## src/rtl/riscv_pkg.sv

```systemverilog
// Shared RISC-V pipeline definitions: funct3 access codes, LSU state
// enum and access legality helpers.
package riscv_pkg;

  localparam logic [2:0] F3_B  = 3'b000;
  localparam logic [2:0] F3_H  = 3'b001;
  localparam logic [2:0] F3_W  = 3'b010;
  localparam logic [2:0] F3_BU = 3'b100;
  localparam logic [2:0] F3_HU = 3'b101;

  typedef enum logic [1:0] {
    IDLE,
    BUSY,
    DONE
  } lsu_state_e;

  function automatic logic load_f3_ok(
    input logic [2:0] f3
  );
    return (f3 == F3_B) || (f3 == F3_H) ||
           (f3 == F3_W) || (f3 == F3_BU) ||
           (f3 == F3_HU);
  endfunction

  function automatic logic store_f3_ok(
    input logic [2:0] f3
  );
    return (f3 == F3_B) || (f3 == F3_H) ||
           (f3 == F3_W);
  endfunction

  // Size lives in f3[1:0] for both loads and stores.
  function automatic logic misaligned(
    input logic [2:0] f3,
    input logic [1:0] off
  );
    return ((f3[1:0] == 2'b01) && off[0]) ||
           ((f3[1:0] == 2'b10) && (off != 2'b00));
  endfunction

endpackage

```

## src/rtl/lsu_align.sv

```systemverilog
// Byte-lane steering for the LSU: store byte enables / lane-replicated
// write data, and load lane extract with sign or zero extension.
// Ports: funct3, offset (addr[1:0]), store_data, bus_rdata in;
//        be, wdata, load_data out. Purely combinational.
module lsu_align
  import riscv_pkg::*;
(
  input  logic [2:0]  funct3,
  input  logic [1:0]  offset,
  input  logic [31:0] store_data,
  input  logic [31:0] bus_rdata,
  output logic [3:0]  be,
  output logic [31:0] wdata,
  output logic [31:0] load_data
);

  logic [31:0] sh_b;
  logic [31:0] sh_h;
  logic [7:0]  lane_b;
  logic [15:0] lane_h;
  logic        sext;

  always_comb begin
    sh_b   = bus_rdata >> {offset, 3'b000};
    sh_h   = bus_rdata >> {offset[1], 4'b0000};
    lane_b = sh_b[7:0];
    lane_h = sh_h[15:0];
    sext   = ~funct3[2];
    be        = 4'b1111;
    wdata     = store_data;
    load_data = bus_rdata;
    unique case (1'b1)
      funct3[1:0] == 2'b00: begin
        be        = 4'b0001 << offset;
        wdata     = {4{store_data[7:0]}};
        load_data = {{24{sext & lane_b[7]}}, lane_b};
      end
      funct3[1:0] == 2'b01: begin
        be        = 4'b0011 << {offset[1], 1'b0};
        wdata     = {2{store_data[15:0]}};
        load_data = {{16{sext & lane_h[15]}}, lane_h};
      end
      default: begin
        be        = 4'b1111;
        wdata     = store_data;
        load_data = bus_rdata;
      end
    endcase
  end

endmodule

```

## src/rtl/lsu_mem_stage.sv

```systemverilog
// MEM-stage load/store unit: req/ack data bus master with byte enables,
// formatted load return, pipeline stall and error pulses.
// Ports: pipeline side (mem_valid, mem_re, memrwM, funct3M, ALUresM,
//        data_writeM, data_readM, load_valid, stall_mem, misalign,
//        illegal, bus_err); bus side (dmem_req, dmem_we, dmem_addr,
//        dmem_wdata, dmem_be, dmem_ack, dmem_rdata).
module lsu_mem_stage
  import riscv_pkg::*;
#(
  parameter int ADDR_W  = 32,
  parameter int TIMEOUT = 255
) (
  input  logic              clk,
  input  logic              rst,
  input  logic              mem_valid,
  input  logic              mem_re,
  input  logic              memrwM,
  input  logic [2:0]        funct3M,
  input  logic [ADDR_W-1:0] ALUresM,
  input  logic [31:0]       data_writeM,
  output logic [31:0]       data_readM,
  output logic              load_valid,
  output logic              stall_mem,
  output logic              misalign,
  output logic              illegal,
  output logic              bus_err,
  output logic              dmem_req,
  output logic              dmem_we,
  output logic [ADDR_W-1:0] dmem_addr,
  output logic [31:0]       dmem_wdata,
  output logic [3:0]        dmem_be,
  input  logic              dmem_ack,
  input  logic [31:0]       dmem_rdata
);

  localparam int CW = $clog2(TIMEOUT + 1);
  localparam logic [CW-1:0] LAST = CW'(TIMEOUT - 1);

  lsu_state_e state, state_n;

  logic [CW-1:0] cnt;
  logic          we_q;
  logic [2:0]    f3_q;
  logic [1:0]    off_q;

  logic          op, bad, mis, accept;
  logic          ack_ok, expire;
  logic [2:0]    f3_sel;
  logic [1:0]    off_sel;
  logic [3:0]    be_c;
  logic [31:0]   wdata_c;
  logic [31:0]   load_c;

  // Store formatting uses live inputs at accept;
  // load formatting uses the latched op.
  assign f3_sel  = (state == IDLE) ? funct3M : f3_q;
  assign off_sel = (state == IDLE) ? ALUresM[1:0] : off_q;

  lsu_align u_align (
    .funct3     (f3_sel),
    .offset     (off_sel),
    .store_data (data_writeM),
    .bus_rdata  (dmem_rdata),
    .be         (be_c),
    .wdata      (wdata_c),
    .load_data  (load_c)
  );

  always_comb begin
    op  = mem_valid && (mem_re || memrwM);
    bad = op && ((mem_re && memrwM) ||
          (mem_re  && !load_f3_ok(funct3M)) ||
          (memrwM && !store_f3_ok(funct3M)));
    mis = op && !bad &&
          misaligned(funct3M, ALUresM[1:0]);
    accept = (state == IDLE) && op && !bad && !mis;
    ack_ok = (state == BUSY) && dmem_ack;
    // Ack wins over an expiring counter.
    expire = (state == BUSY) && !dmem_ack &&
             (cnt == LAST);
    state_n = state;
    unique case (state)
      IDLE: if (accept) state_n = BUSY;
      BUSY: if (ack_ok || expire) state_n = DONE;
      DONE: state_n = IDLE;
      default: state_n = IDLE;
    endcase
  end

  assign stall_mem = accept || (state == BUSY);

  always_ff @(posedge clk) begin
    if (rst) state <= IDLE;
    else     state <= state_n;
  end

  always_ff @(posedge clk) begin
    if (rst) begin
      cnt        <= '0;
      we_q       <= 1'b0;
      f3_q       <= 3'b000;
      off_q      <= 2'b00;
      data_readM <= '0;
      load_valid <= 1'b0;
      misalign   <= 1'b0;
      illegal    <= 1'b0;
      bus_err    <= 1'b0;
      dmem_req   <= 1'b0;
      dmem_we    <= 1'b0;
      dmem_addr  <= '0;
      dmem_wdata <= '0;
      dmem_be    <= '0;
    end else begin
      cnt <= (state == BUSY) ? cnt + 1'b1 : '0;
      illegal    <= (state == IDLE) && bad;
      misalign   <= (state == IDLE) && mis;
      bus_err    <= expire;
      load_valid <= ack_ok && !we_q;
      dmem_req   <= (state_n == BUSY);
      dmem_we    <= (state_n == BUSY) &&
                    (accept ? memrwM : we_q);
      if (accept) begin
        we_q       <= memrwM;
        f3_q       <= funct3M;
        off_q      <= ALUresM[1:0];
        dmem_addr  <= {ALUresM[ADDR_W-1:2], 2'b00};
        dmem_wdata <= wdata_c;
        dmem_be    <= be_c;
      end
      if (ack_ok && !we_q) data_readM <= load_c;
    end
  end

endmodule

```

## config.mk

```make
export PLATFORM = sky130hd
export DESIGN_NAME = lsu_mem_stage
export DESIGN_NICKNAME = d
export VERILOG_FILES = /design/src/rtl/riscv_pkg.sv /design/src/rtl/lsu_align.sv /design/src/rtl/lsu_mem_stage.sv
export SDC_FILE = /design/constraint.sdc
export NUM_CORES = 1
export LEC_CHECK = 0
export ABC_AREA = 1
export BUFFER_PORTS_ARGS = -buffer_cell sky130_fd_sc_hd__buf_4
export CAP_MARGIN = 20
export CORE_ASPECT_RATIO = 0.9
export CORE_MARGIN = 10
export CORE_UTILIZATION = 25
export CTS_BUF_LIST = sky130_fd_sc_hd__clkbuf_8 sky130_fd_sc_hd__clkbuf_16
export CTS_CLUSTER_SIZE = 25
export DETAILED_ROUTE_END_ITERATION = 10
export PLACE_DENSITY = 0.54
export SLEW_MARGIN = 20
export SYNTH_ARGS = -nofsm -noshare
export SYNTH_HDL_FRONTEND = slang
export SYNTH_SLANG_ARGS = --single-unit
```

## constraint.sdc

```tcl
create_clock -name clk -period 1.7 [get_ports clk]
set_clock_uncertainty 0.1 [all_clocks]
set_input_delay 0 -clock clk [delete_from_list [all_inputs] [get_ports clk]]
set_output_delay 0 -clock clk [all_outputs]
set_load 0.02 [all_outputs]
```

==> results.yml <==
status:
  status: "finished, violations left"
  violations: "negative setup slack"
logic_synthesis:
  synth_edf_count: 0
  ys.flop_type: "dfxtp_1"
  synth-seq-cells: 120
  synth_warnings: 0
  netlist_area_mm2: 0.00545
  synth.area.top_cells: "dfxtp_1 44%, nor2_1 14%, o21ai_0 11%, nand2_1 9.0%, inv_1 5.2%"
  synth_top_area_frac: 0.441
  syn_avg_cell_area_um2: 6.78
  synth.largest_area_cell: "dfxtp_1"
  synth-seq-area-share: 0.441
  synth_cells: 803
  async_reset_ff_frac: 0
  ys_types: 35
  synth_most_common_cell: "nor2_1"
  synthTopCellsByCount: "200 x nor2_1, 130 x nand2_1, 120 x dfxtp_1"
sta:
  drv_slew: 0
  setup_tns_ns: -0.0259
  hold_violations: 0
  finalCriticalPeriod_ns: 1.71
  setup_viol: 2
  fin_crit_sh: 1.01
  fin_ws_ns: -0.0146
  rsz0062_at_grt: "true"
  max_freq_mhz: 583
worst_setup_path:
  path_class: "reg2reg"
  cp_data_required_time_ns: 1.95
  cp-start-kind: "register"
  critPathArrivalTime_ns: 1.96
  end_kind: "register"
  crit_fanout: 7
route:
  finalWirelength_um: 23800
  ant_nets: 0
  vias: 6436
  firstDrtPassIters: 5
  viasPerCell: 4.44
  drtIter0Drc: 492
  wire_per_inst_um: 16.4
  drcViolationCount: 0
clocking:
  cts_tree: "built"
  clkTransAtPathRegs_ns: 0.05
  numCtsBuffers: 17
  htreeDepth: 4
  insertion_delay_ns: 0.42
  cts.sinks: 120
  clockBufferDepth: 2
  root_buffer: "clkbuf_16"
power_and_ir_drop:
  irDropWorstVdd_v: 0.000560
  fin_total_pwr_uw: 8970
  leakage_uw: 0.00466
  power.density_mw_per_mm2: 919
placement:
  place_congestion: 0.863
  hpwlAfterDp_um: 15500
  portBuffers: 209
  dpl_cell_area_mm2: 0.00747
  post-place-ws_ns: -0.180
layout:
  nNetsFinal: 1253
  design_area_mm2: 0.00977
  area_growth_pct: 79.3
  drive_gt1_frac: 0.316
grt:
  antenna_found_initial: 1
  grt_pass1_vias: 6391
  met2_usage: 0.240
  met1_usage: 0.192
  grt_max_degree: 57
  overflow: 0
  track_usage: 0.154
  grt_pass1_wl_um: 35000
  grt_busiest_layer: "met2"
  gr-usage-met3: 0.0549
floorplan:
  dieHeight_um: 160
  start_util: 0.253
  die_area_mm2: 0.0281
  io_pins: 212
  core_area_mm2: 0.0216
  die_w_um: 176
  rows: 51
worst_hold_path:
  hold_path_class: "in2reg"
flow_run:
  drv_cap: 0
==> cells by family (layout without fill, tap and decap cells) <==
group | after synthesis | count (layout) | share of synthesized area
compound gates | 178 | 178 | 0.170
xor+xnor | 1 | 1 | 0.00161
fa+ha+maj | 2 | 2 | 0.00459
buf+inv | 120 | 474 | 0.0928
flops | 120 | 120 | 0.441
other cells | 1 | 3 | 0.000688
simple gates | 381 | 382 | 0.289
==> where the power goes <==
part           switching [uW]  leakage (uW)  internal, uW
Sequential               83.0      0.000978          2970
Combinational            1020       0.00337           892
Clock                    1400      0.000313          2610
==> stage by stage <==
stage | std cells | util | hold slack, ns
2_1_floorplan | 804 | - | -0.0248
6_report | 1451 | 0.453 | 0.103
4_1_cts | 1431 | 0.429 | 0.0140
5_1_grt | 1451 | 0.453 | 0.0975
3_3_place_gp | 1293 | 0.346 | 0.106
3_5_place_dp | 1293 | 0.346 | 0.107
==> flip-flops by register name, indices dropped and copies added, names as in the netlist <==
signal      cells
misalign        1
dmem_be         4
load_valid      1
data_readM     32
f3_q            3
we_q            1
bus_err         1
state           2
dmem_wdata     32
cnt             8
off_q           2
illegal         1
dmem_we         1
dmem_req        1
dmem_addr      30
==> routing by layer <==
layer | wire [um] | vias up | part of all wire
li1 | - | 3259 | -
met1 | 10700 | 2931 | 0.45
met2 | 10900 | 210 | 0.46
met3 | 1750 | 36 | 0.073
met4 | 458 | 0 | 0.019
met5 | 0 | - | 0
==> what timing repair did <==
| action | 4_1_cts | 5_1_grt |
|---|---|---|
| buffers inserted | 1 | 13 |
| resized for setup | 16 | 92 |
| pin swaps | 3 | 40 |
| hold buffers | 105 | 0 |
| gates cloned | 0 | 6 |
| endpoints found under the setup margin | 30 | 105 |
| hold endpoints to repair | 115 | 0 |
==> area by class of cell <==
type	instances	area [um2]
clock inverters	11	169
diodes	1	2.50
repair buffers	364	3250
well taps	291	364
inverters	78	299
fillers	2148	11800
clock buffers	21	480
flip-flops and latches	120	2400
multi-input cells	565	2800
==> critical path, cell delays in order (launching register included) <==
cell and delay (ns):
dfxtp_2 0.34, nor2_4 0.15, buf_6 0.12, o21ai_4 0.07, nor2_4 0.17, buf_6 0.13
clkinvlp_4 0.15, o211ai_1 0.25, nor2_1 0.07, nor2_1 0.10
==> layout by cell type, fill, tap and decap left out, drive strengths merged <==
cell,synthesis,final
nand2,138,139
nand3,20,20
or2,2,2
nor3,3,3
dlymetal6s4s,0,1
a21oi,37,37
nor2,204,204
o211ai,7,7
nor3b,1,1
o22ai,1,1
clkinv,0,2
dfxtp,120,120
clkbuf,24,26
diode,0,1
bufinv,0,4
o21a,2,2
xnor2,1,1
nor4,3,3
nand3b,4,4
dlygate4sd3,0,104
nand4,6,6
o21ai,130,130
a31oi,1,1
conb,1,2
ha,2,2
buf,18,254
inv,78,79
clkinvlp,0,4
==> final timing paths <==
path | to | depth (start not counted) | slack, ns | from
worst max-delay path | dmem_wdata[27] | 9 | -0.01 | state[1]
worst min-delay path | f3_q[1] | 4 | 0.10 | funct3M[1]
worst max register to register | dmem_wdata[27] | 9 | -0.01 | state[1]
worst min register to register | off_q[1] | 2 | 0.36 | off_q[1]
No activity file was read; power rests on OpenSTA's default activity.
